--- config.mk ---
export PLATFORM = sky130hd
export DESIGN_NAME = score_sequencer
export DESIGN_NICKNAME = d
export VERILOG_FILES = /design/src/rtl/score_sequencer_pkg.sv /design/src/rtl/score_sequencer_note_lut.sv /design/src/rtl/score_sequencer.sv
export SDC_FILE = /design/constraint.sdc
export NUM_CORES = 1
export LEC_CHECK = 0
export CORE_MARGIN = 4
export CORE_UTILIZATION = 38
export DETAILED_ROUTE_END_ITERATION = 16
export GPL_ROUTABILITY_DRIVEN = 0
export PLACE_DENSITY = 0.72
export SETUP_SLACK_MARGIN = 0.4
export SLEW_MARGIN = 25
export SYNTH_ARGS = -nofsm -noshare
export SYNTH_HDL_FRONTEND = slang
export SYNTH_SLANG_ARGS = --single-unit
--- constraint.sdc ---
create_clock -name clk -period 3 [get_ports clk]
set_input_delay 0.45 -clock clk [delete_from_list [all_inputs] [get_ports clk]]
set_output_delay 0.45 -clock clk [all_outputs]
set_load 0.02 [all_outputs]
--- src/rtl/score_sequencer_pkg.sv ---
// Shared definitions for the score sequencer: ROM entry layout, note divisors and FSM states.
package score_sequencer_pkg;

   localparam int unsigned DivW = 22;
   localparam int unsigned DurW = 6;
   localparam int unsigned IdxW = 4;

   localparam logic [DivW-1:0] SilentDiv = 22'd1;

   // Divisors are 50 MHz / f, rounded, for a 100 MHz generator that toggles on cnt == div.
   localparam logic [DivW-1:0] DivC4  = 22'd191110;
   localparam logic [DivW-1:0] DivCs4 = 22'd180388;
   localparam logic [DivW-1:0] DivD4  = 22'd170265;
   localparam logic [DivW-1:0] DivDs4 = 22'd160705;
   localparam logic [DivW-1:0] DivE4  = 22'd151685;
   localparam logic [DivW-1:0] DivF4  = 22'd143172;
   localparam logic [DivW-1:0] DivFs4 = 22'd135139;
   localparam logic [DivW-1:0] DivG4  = 22'd127551;
   localparam logic [DivW-1:0] DivGs4 = 22'd120395;
   localparam logic [DivW-1:0] DivA4  = 22'd113636;
   localparam logic [DivW-1:0] DivAs4 = 22'd107259;
   localparam logic [DivW-1:0] DivB4  = 22'd101239;
   localparam logic [DivW-1:0] DivC5  = 22'd95557;
   localparam logic [DivW-1:0] DivD5  = 22'd85131;
   localparam logic [DivW-1:0] DivE5  = 22'd75844;

   typedef struct packed {
      logic            end_flag;
      logic            rest;
      logic [DurW-1:0] dur;
      logic [IdxW-1:0] left_idx;
      logic [IdxW-1:0] right_idx;
   } entry_t;

   typedef enum logic [2:0] {
      StIdle,
      StFetch,
      StLoad,
      StHold,
      StPaused,
      StDone
   } state_e;

   // A zero duration plays as a single tick.
   function automatic logic [DurW-1:0] last_tick(input logic [DurW-1:0] dur);
      return (dur == '0) ? '0 : dur - 1'b1;
   endfunction

endpackage

--- src/rtl/score_sequencer_note_lut.sv ---
// Maps a 4-bit note index to the generator divisor; index 0 is silence.
module score_sequencer_note_lut
   import score_sequencer_pkg::*;
(
   input  logic [IdxW-1:0] idx,
   output logic [DivW-1:0] div
);

   always_comb begin
      div = SilentDiv;
      case (idx)
         4'd1:    div = DivC4;
         4'd2:    div = DivCs4;
         4'd3:    div = DivD4;
         4'd4:    div = DivDs4;
         4'd5:    div = DivE4;
         4'd6:    div = DivF4;
         4'd7:    div = DivFs4;
         4'd8:    div = DivG4;
         4'd9:    div = DivGs4;
         4'd10:   div = DivA4;
         4'd11:   div = DivAs4;
         4'd12:   div = DivB4;
         4'd13:   div = DivC5;
         4'd14:   div = DivD5;
         4'd15:   div = DivE5;
         default: div = SilentDiv;
      endcase
   end

endmodule

--- src/rtl/score_sequencer.sv ---
// Two-voice score player: walks the score ROM, times each note in tempo ticks and drives the
// stereo note generator with divisors and a play gate.
module score_sequencer
   import score_sequencer_pkg::*;
#(
   parameter int unsigned ADDR_W   = 8,
   parameter int unsigned TICK_CYC = 12_500_000,
   parameter int unsigned GAP_CYC  = 1_000_000
) (
   input  logic              clk,
   input  logic              rst,
   input  logic              start,
   input  logic              stop,
   input  logic              pause,
   input  logic              loop_en,
   input  logic [15:0]       score_data,
   output logic [ADDR_W-1:0] score_addr,
   output logic [DivW-1:0]   note_div_left,
   output logic [DivW-1:0]   note_div_right,
   output logic              play,
   output logic              busy,
   output logic              done
);

   localparam int unsigned CycW = (TICK_CYC > 1) ? $clog2(TICK_CYC) : 1;
   localparam logic [CycW-1:0] CycLast = CycW'(TICK_CYC - 1);
   localparam logic [CycW-1:0] GapCyc  = CycW'(GAP_CYC);

   state_e          state_q;
   logic            end_q;
   logic            rest_q;
   logic [IdxW-1:0] left_q;
   logic [IdxW-1:0] right_q;
   logic [DurW-1:0] tick_q;
   logic [CycW-1:0] cyc_q;

   entry_t          rom_entry;
   logic [DurW-1:0] tick_adv;
   logic [CycW-1:0] cyc_adv;
   logic            hold_final;
   logic            gap_adv;
   logic            gap_cur;
   logic            sound_next;
   logic [IdxW-1:0] left_sel;
   logic [IdxW-1:0] right_sel;
   logic [DivW-1:0] div_left;
   logic [DivW-1:0] div_right;

   assign rom_entry = entry_t'(score_data);

   // The entry is still on the ROM bus during LOAD, so look it up directly there.
   assign left_sel  = (state_q == StLoad) ? rom_entry.left_idx  : left_q;
   assign right_sel = (state_q == StLoad) ? rom_entry.right_idx : right_q;

   score_sequencer_note_lut u_lut_left (
      .idx (left_sel),
      .div (div_left)
   );

   score_sequencer_note_lut u_lut_right (
      .idx (right_sel),
      .div (div_right)
   );

   always_comb begin
      tick_adv = tick_q;
      cyc_adv  = cyc_q - 1'b1;
      if (cyc_q == '0) begin
         tick_adv = tick_q - 1'b1;
         cyc_adv  = CycLast;
      end
   end

   assign hold_final = (tick_q == '0) && (cyc_q == '0);
   assign gap_adv    = (tick_adv == '0) && (cyc_adv < GapCyc);
   assign gap_cur    = (tick_q == '0) && (cyc_q < GapCyc);

   // Whether the generator sounds in the cycle after this edge.
   always_comb begin
      sound_next = 1'b0;
      if (!stop) begin
         case (state_q)
            StLoad:   sound_next = !rom_entry.rest && !pause;
            StHold:   sound_next = !rest_q && !pause && !hold_final && !gap_adv;
            StPaused: sound_next = (start || !pause) && !rest_q && !gap_cur;
            default:  sound_next = 1'b0;
         endcase
      end
   end

   assign busy = (state_q != StIdle) && (state_q != StDone);

   always_ff @(posedge clk or negedge rst) begin
      if (!rst) begin
         state_q        <= StIdle;
         score_addr     <= '0;
         end_q          <= 1'b0;
         rest_q         <= 1'b0;
         left_q         <= '0;
         right_q        <= '0;
         tick_q         <= '0;
         cyc_q          <= '0;
         note_div_left  <= SilentDiv;
         note_div_right <= SilentDiv;
         play           <= 1'b0;
         done           <= 1'b0;
      end else begin
         done           <= 1'b0;
         play           <= sound_next;
         note_div_left  <= sound_next ? div_left  : SilentDiv;
         note_div_right <= sound_next ? div_right : SilentDiv;
         if (stop) begin
            state_q    <= StIdle;
            score_addr <= '0;
            tick_q     <= '0;
            cyc_q      <= '0;
         end else begin
            case (state_q)
               StIdle, StDone: begin
                  if (start) begin
                     score_addr <= '0;
                     state_q    <= StFetch;
                  end
               end
               StFetch: state_q <= StLoad;
               StLoad: begin
                  end_q   <= rom_entry.end_flag;
                  rest_q  <= rom_entry.rest;
                  left_q  <= rom_entry.left_idx;
                  right_q <= rom_entry.right_idx;
                  tick_q  <= last_tick(rom_entry.dur);
                  cyc_q   <= CycLast;
                  state_q <= pause ? StPaused : StHold;
               end
               StHold: begin
                  if (hold_final) begin
                     if (!end_q) begin
                        score_addr <= score_addr + 1'b1;
                        state_q    <= StFetch;
                     end else if (loop_en) begin
                        score_addr <= '0;
                        state_q    <= StFetch;
                     end else begin
                        state_q <= StDone;
                        done    <= 1'b1;
                     end
                  end else begin
                     // The pausing cycle still counts, so resuming replays no cycle twice.
                     tick_q <= tick_adv;
                     cyc_q  <= cyc_adv;
                     if (pause) begin
                        state_q <= StPaused;
                     end
                  end
               end
               StPaused: begin
                  if (start || !pause) begin
                     state_q <= StHold;
                  end
               end
               default: state_q <= StIdle;
            endcase
         end
      end
   end

endmodule

==> flow_results.org, run 1 <==
** Power and ir drop
- For this design the ratio of total power to cell area is 863 nW/µm².
- The analysis attributes to cell leakage a power of 3.29 nW.
- Total power for the finished layout comes to a little under 7 mW.
- Across the VDD grid, the largest voltage drop is between 0.4 and 0.5 mV.

** GRT
- Overall Global Routing Usage :: 19.3%
- The first global-routing pass estimated ~26000 µm of wire.
- The via count of the first global-routing pass was around 5200.
- Initial antenna violation count :: 0
- Pin count of the biggest net entering global routing :: 76
- Global routing finished with a remaining overflow of 0.

** STA
- The count of final max-slew check failures was 0.
- Maximum frequency from static timing analysis :: ~360 MHz
- Setup clock skew after layout :: ~11 ps
- Final critical-path required period :: ~2800 ps
- Count of final hold-check violations :: 0
- After layout, the worst path uses 92.2% of the clock period.
- The worst pin sits at a relative slew slack of between 50% and 60%.
- Worst Hold Margin :: approximately 110 ps
- Sum of negative setup slack :: 0 ps
- Unrepaired setup endpoints after global routing :: yes
- Setup violations remaining at the end of the flow were counted as 0.
- At the pin with the least slew margin, the transition time is ~700 ps.

** Floorplan
- Placeable core area :: approximately 15000 µm²
- In this run the vertical extent of the chip is 130 µm.
- Die X :: 130 µm
- Number of ports placed on the die boundary :: 77
- The initial utilization of the core area, before any placement, comes to 38.9%.
- Overall die area :: between 15000 and 20000 µm²
- Number of standard-cell rows in the floorplan :: 44

** CTS
- Num CTS Buffers :: 9
- Post-CTS Hold Buffers :: 0
- The tree is rooted in a clkbuf_16.
- CTS H-Tree Depth :: 3
- Clock tree buffer depth :: 2
- TritonCTS built the clock tree.
- Source-to-sink clock delay at the later pin of the worst-skew pair :: 360 ps
- The clock drives just under 90 sinks.
- After clock tree synthesis, the clock-pin slew on the worst setup and hold paths is 70 ps.

** Place
- Detailed placement ended at an HPWL of 10300 µm.
- In this run the tool buffered the top-level ports with just under 70 buffer cells.
- Cell area reported after detailed placement :: roughly 6700 µm²
- Placed cells :: approximately 900

** Synth
- The Yosys step of the flow raised 0 warnings.
- Post-synth ARST share :: 100%
- In the synthesized netlist, the number of instances is about 650.
- After synthesis the netlist holds a flip-flop and latch count of 89.
- Number of distinct library cell variants in the gate-level netlist after synthesis :: 74
- Number of synthesized flops with an enable pin :: 0
- The most used flip-flop cell after synthesis is dfrtp_1.
- A synthesized cell averages between 8 and 9 µm².
- Sequential-to-total area share from yosys stat :: roughly 39%
- After synthesis the cells add up to between 5000 and 6000 µm².

** Routing
- DR DRC count :: 0
- Once detail routing completed, the nets flagged for antenna violations numbered 0.
- After detailed routing, the number of vias per cell comes to 5.75.
- Total via count after detailed routing :: 5517
- Drt pass-1 iters :: 5
- Number of design-rule violations left by the first detailed-router iteration :: ~440
- Dividing the detail-routed wire length by the instance count gives 17.5 µm.
- Total detailed-routing wirelength :: 16800 µm

** Outcome
- The flow ran to the end, and the final reports show no timing, DRC or antenna violations.

** Cells and area
- Cells with a size suffix above 1 make up 25.5% of the layout.
- Number of diodes :: 0
- Post-route cell area :: between 7000 and 8000 µm²
- The finished layout holds 960 standard cells, fillers aside.
- Compared with the post-synthesis result, the final layout area differs by 37.7%.
- After the last flow step, the layout net total stands at slightly above 800.
- Filler Cell Count :: between 1000 and 1500

** Critical path
- For the worst setup path, the data arrival time is approximately 3000 ps.
- Reg-to-reg critical path endpoint :: note_div_left[12]
- STA classifies the critical path endpoint as a register.
- Worst EP required :: roughly 3200 ps
- Startpoint class of the critical path :: register
- The worst setup path is of the register to register kind.
- Depth of the worst register-to-register path :: 10
- Slack of the worst reg-to-reg path :: about 230 ps
- RR Startpoint :: cyc_q[13]
- Worst Path Max Fanout :: 9

** Hold path
- In this run the worst hold path is classified as primary input to asynchronous set/reset pin.

** Flow run
- Max Cap Violations :: 0
routing by layer:
layer	GRT usage (%)	part of all wire [%]
met5	0	0
met4	9.05	3.5
met3	3.72	5.8
met2	31.0	49
met1	25.1	41
critical path, stage by stage (launching register included):
cell and delay (ps):
dfrtp_1 460, nor3_4 310, nand2_4 190, nor4_2 240, nand4_1 130, or2_1 230, a2111o_1 460, o21ai_4 220
buf_6 170, clkbuf_16 170, a2111oi_4 40
cell usage after synthesis (all sizes together) (5+ instances only):
library cell | number | area share, %
a211oi | 24 | 3.4
a21oi | 40 | 3.5
a311oi | 11 | 1.8
a31oi | 6 | 0.66
buf | 18 | 2.1
clkbuf | 25 | 1.7
dfrtp | 87 | 38
ha | 19 | 4.2
inv | 17 | 1.1
mux2 | 14 | 2.8
mux2i | 13 | 2.3
nand2 | 54 | 3.6
nand2b | 5 | 0.55
nand3 | 17 | 1.6
nand4 | 6 | 0.77
nor2 | 108 | 7.1
nor2b | 6 | 0.66
nor3 | 28 | 3.6
nor4 | 12 | 1.8
o21ai | 45 | 4.2
o31ai | 7 | 0.93
or2 | 5 | 0.55
xnor2 | 7 | 1.1
xor2 | 6 | 0.93
area by class of cell:
cell class / instances / area [µm²] / area share (%)
multi-input combinational: 504 / 3550 / 45.5
sequential: 89 / 2240 / 28.7
timing repair buffer: 150 / 1430 / 18.3
clock buffer: 11 / 253 / 3.23
tap: 184 / 230 / 2.95
inverter: 17 / 63.8 / 0.817
clock inverter: 5 / 38.8 / 0.496
how the worst max path moves through the flow:
| stage | from | end | slack (ps) | depth (start not counted) |
|---|---|---|---|---|
| final | cyc_q[13] | note_div_left[12] | 230 | 10 |
| after global routing | cyc_q[0] | note_div_left[5] | 120 | 13 |
| after CTS | cyc_q[4] | note_div_left[1] | 300 | 10 |
| after global placement | pause | note_div_left[12] | 190 | 9 |
| after floorplan | cyc_q[0] | note_div_right[5] | 320 | 13 |
| after detailed placement | cyc_q[0] | note_div_left[1] | 100 | 11 |
per-stage QoR:
step	util, %	setup WS [ps]
floorplan	-	322
CTS	50.8	303
global placement	45.8	190
finish	53.6	234
detailed placement	45.8	105
global route	53.6	125
placed cells by master, fill, tap and decap left out, drive strengths merged, types with 7 or more instances in the layout:
master           n
nor2           108
dfrtp           87
buf             80
clkdlybuf4s50   67
nand2           54
o21ai           45
a21oi           40
nor3            28
a211oi          24
ha              19
inv             18
nand3           17
mux2            14
clkbuf          14
mux2i           13
nor4            12
a311oi          11
conb             8
o31ai            7
xnor2            7
sequential cells by signal, indices dropped and copies added, names as in the netlist:
register        count
right_q             4
note_div_right     18
done                1
tick_q              6
state_q             3
left_q              4
end_q               1
play                1
rest_q              1
cyc_q              24
note_div_left      18
score_addr          8
report_power, final:
group          total, mW  internal [mW]  switching, mW
registers           1.55           1.36          0.190
clock network       1.10          0.611          0.492
logic               4.09           1.72           2.37
timing repair:
action / CTS / global route
pin swaps: 11 / 22
buffers inserted: 28 / 14
endpoints found under the setup margin: 40 / 56
gates cloned: 2 / 3
gates resized for setup: 41 / 48
cell families (layout without fill, tap and decap cells):
group                      count (synthesis)  in the layout  share of synthesized area [%]
xor gates and xnor gates                  13             13                           2.01
other                                      1              8                         0.0661
AOI/OAI and AO/OA                        174            174                           20.9
muxes                                     27             27                           5.07
buffers and inverters                     60            183                           4.92
and+or+nand+nor                          263            263                           23.5
DFF                                       89             89                           39.3
adders and majority gates                 19             19                           4.19
Note: power is estimated with default switching activity, not from simulation.
==> inputs of run 2 (changes only) <==
- CORE_ASPECT_RATIO: unset -> 0.75
- PLACE_DENSITY: 0.72 -> 0.7
- clock period: 3 -> 3.5 ns (I/O delays scaled with it)
==> flow_results.org, run 2 (synthesis results as in run 1) <==
** Power and ir drop
- The post-layout total power is 5.10 mW (-24%).
- The share of power burned in combinational logic was 54.8% (-5.8 points).
- Clock power share :: 19.1% (+2.8 points)
- Reg power frac :: 26.1% (+3.1 points)
- Power density over cell area :: 729 nW/µm² (-16%)
- The worst ir drop on vdd is 0.352 mV (-29%).
- P_sw :: 2.29 mW (-25%)
- The cell-internal power is 2.81 mW (-24%).
- The switching power share of the total is 44.9% (-0.36 points).
- The static leakage power was 2.94 nW (-11%).

** STA
- Worst-case headroom to the max-slew limit :: 44.5% (-9.9 points)
- Final period utilization :: 86.0% (-6.2 points)
- The final worst clock skew was 7.42 ps (-3.29 ps).
- The count of final max-slew check failures was 0 (unchanged).
- The setup total negative slack came to 0 ps (unchanged).
- The total count of hold-check failures in the final report came to 0 (unchanged).
- The count of endpoints failing setup in the final report came to 0 (unchanged).
- The worst setup margin came to 492 ps (+257 ps).
- Worst Hold Margin :: 271 ps (+161 ps)
- The highest clock frequency the design can meet was 332 MHz (-8.1%).
- The shortest clock period the worst path allows after layout was 3010 ps (+243 ps).
- Setup repair after global routing left no endpoint under its margin.
- Slew @ Worst Pin :: 810 ps (+126 ps)

** Critical path
- RR Startpoint :: cyc_q[0]
- Depth of the worst register-to-register path :: 11 (+1)
- Reg-to-reg critical path endpoint :: note_div_right[1]
- Largest stage delay, worst path :: 450 ps (about the same)
- Cell Chain, Critical Path :: inv_1 -> ha_4 -> nor4b_4 -> nand3_2 -> or2_1 -> nor3_1 -> a31oi_1 -> a2111oi_4 -> o21ai_4 -> buf_8 -> a311oi_1
- The endpoint required time on the critical path was 3750 ps (+530 ps).
- The arrival time of the worst setup path is 3260 ps (+270 ps).
- Startpoint class of the critical path :: register
- Kind of critical path :: register to register
- Highest-delay cell along the critical path :: a2111oi_4
- The number of buffer and inverter instances along the worst setup path came to 2 (unchanged).
- Slack of the worst reg-to-reg path :: 490 ps (+260 ps)
- STA classifies the critical path endpoint as a register.
- Broken down by cell family, the worst path's largest delay share belongs to simple AND/OR/NAND/NOR gates.
- Worst Path Max Fanout :: 20 (+11)

** Routing
- Routed wire length per instance :: 16.3 µm (-6.7%)
- DR DRC count :: 0 (unchanged)
- Avg Vias per Cell :: 5.68 (-1.2%)
- Metal-1 WL :: 7140 µm (+2.8%)
- The met2 layer wire length in the routed design came to 6650 µm (-20%).
- Total detailed-routing wirelength :: 15100 µm (-10%)
- The iteration count of the initial detailed-routing pass was 6 (+1).
- The first-iteration detailed-routing DRC count was 629 (+43%).
- The wire length on met3 came to 1130 µm (+16%).
- Routed signal wires occupy layers up through met4.
- Total via count after detailed routing :: 5251 (-4.8%)
- Detail Route Antenna Nets :: 0 (unchanged)

** Flow run
- Max Cap Violations :: 0 (unchanged)

** Cells and area
- Commonest non-fill, non-tap cell in the layout :: nor2_1
- The fraction of layout instances using a drive strength above 1 is 13.0% (-13 points).
- Post-route cell area :: 7010 µm² (-10%)
- The post-layout net count was 761 (-6.3%).
- The core utilization of the finished layout came to 48.2% (-5.4 points).
- Largest register FFs :: 24 (unchanged)
- Top register by number of flip-flops :: cyc_q
- From synthesis to final layout, the design area changed by 23.5%.
- Number of diodes :: 0 (unchanged)
- Most frequent cells in the layout :: nor2_1 (108), dfrtp_1 (86), clkdlybuf4s50_1 (67)
- Final cell count without fillers :: 925 (-3.6%)
- The largest registers in the layout are cyc_q x24, note_div_left x18, note_div_right x18.

** CTS
- The number of hold buffers added after CTS was 0 (unchanged).
- CTS placed an instance of clkbuf_16 at the clock tree root.
- The number of H-tree levels is 3 (unchanged).
- The buffer levels on the longest clock path is 2 (unchanged).
- The post-CTS clock slew at the launch and capture registers of the worst setup and hold paths is 70 ps (about the same).
- The total number of clock tree sinks came to 89 (unchanged).
- Source-to-sink clock delay at the later pin of the worst-skew pair :: 350 ps (about the same)
- The total CTS buffers is 9 (unchanged).
- TritonCTS built the clock tree.

** Floorplan
- Die X :: 149 µm (+15%)
- Initial core utilization :: 39.0% (+0.11 points)
- Vert. Die Dim :: 114 µm (-13%)
- The number of primary I/O pins came to 77 (unchanged).
- Placeable core area :: 14500 µm² (-0.27%)
- The area of the die is 17000 µm² (+0.12%).
- The row count is 38 (-14%).

** Outcome
- Outcome :: completed

** Place
- DP Worst Slack :: 303 ps (+198 ps)
- Placed wire-length estimate :: 10500 µm (+1.9%)
- The count of port buffers added during placement is 68 (unchanged).
- Cell area reported after detailed placement :: 6600 µm² (-1.3%)
- Placed cells :: 903 (+0.67%)

** GRT
- The via count of the first global-routing pass came to 5008 (-4.4%).
- The pin count of the biggest net entering global routing came to 62 (-18%).
- The global route total overflow came to 0 (unchanged).
- The global routing usage summed across all routing layers came to 17.6% (-1.6 points).
- The initial antenna violation count is 0 (unchanged).
- Global-route wire length before repair :: 24700 µm (-5.2%)

** Hold path
- Path class of the lowest-slack min-delay path :: primary input to asynchronous set/reset pin
[run 2: final cells by class]
cell class,instances,area [µm²]
clock buffers,11,233
clock inverters,5,58.8
fillers,1379,7540
inverters,17,63.8
multi-input cells,504,3250
flip-flops and latches,89,2230
well taps,200,250
repair buffers,99,918
[run 2: worst max-delay path by stage]
stage	end	start	cells after the start	slack, ps
after floorplan	note_div_left[1]	state_q[2]	9	740
after global placement	note_div_right[2]	cyc_q[0]	11	440
after detailed placement	note_div_right[1]	cyc_q[0]	11	300
after CTS	note_div_right[1]	cyc_q[0]	11	450
after global routing	note_div_right[1]	cyc_q[0]	11	380
final	note_div_right[1]	cyc_q[0]	11	490
[run 2: metal layers]
layer  vias up  global-route usage [%]
met5         -                       0
met4         0                    4.15
met3        19                    3.77
met2       222                    26.6
met1      2526                    26.0
li1       2484                       -
[run 2: power groups by stage]
stage	Combinational (mW)	Sequential [mW]	Clock (mW)
after floorplan	2.01	1.29	0
after global placement	2.54	1.34	0
after detailed placement	2.59	1.35	0
after CTS	2.62	1.33	0.993
after global routing	3.08	1.36	1.04
final	2.80	1.33	0.973
[run 2: repair_timing]
item,CTS,global route
buffers inserted,0,6
pin swaps,0,7
resized for setup,3,10
setup endpoints to repair,22,35
[run 2: worst reg2reg max path, cell delays in order (launching register included)]
cell and delay, ps:
dfrtp_1 420, inv_1 140, ha_4 210, nor4b_4 350, nand3_2 180, or2_1 310
nor3_1 200, a31oi_1 100, a2111oi_4 450, o21ai_4 160, buf_8 200, a311oi_1 210
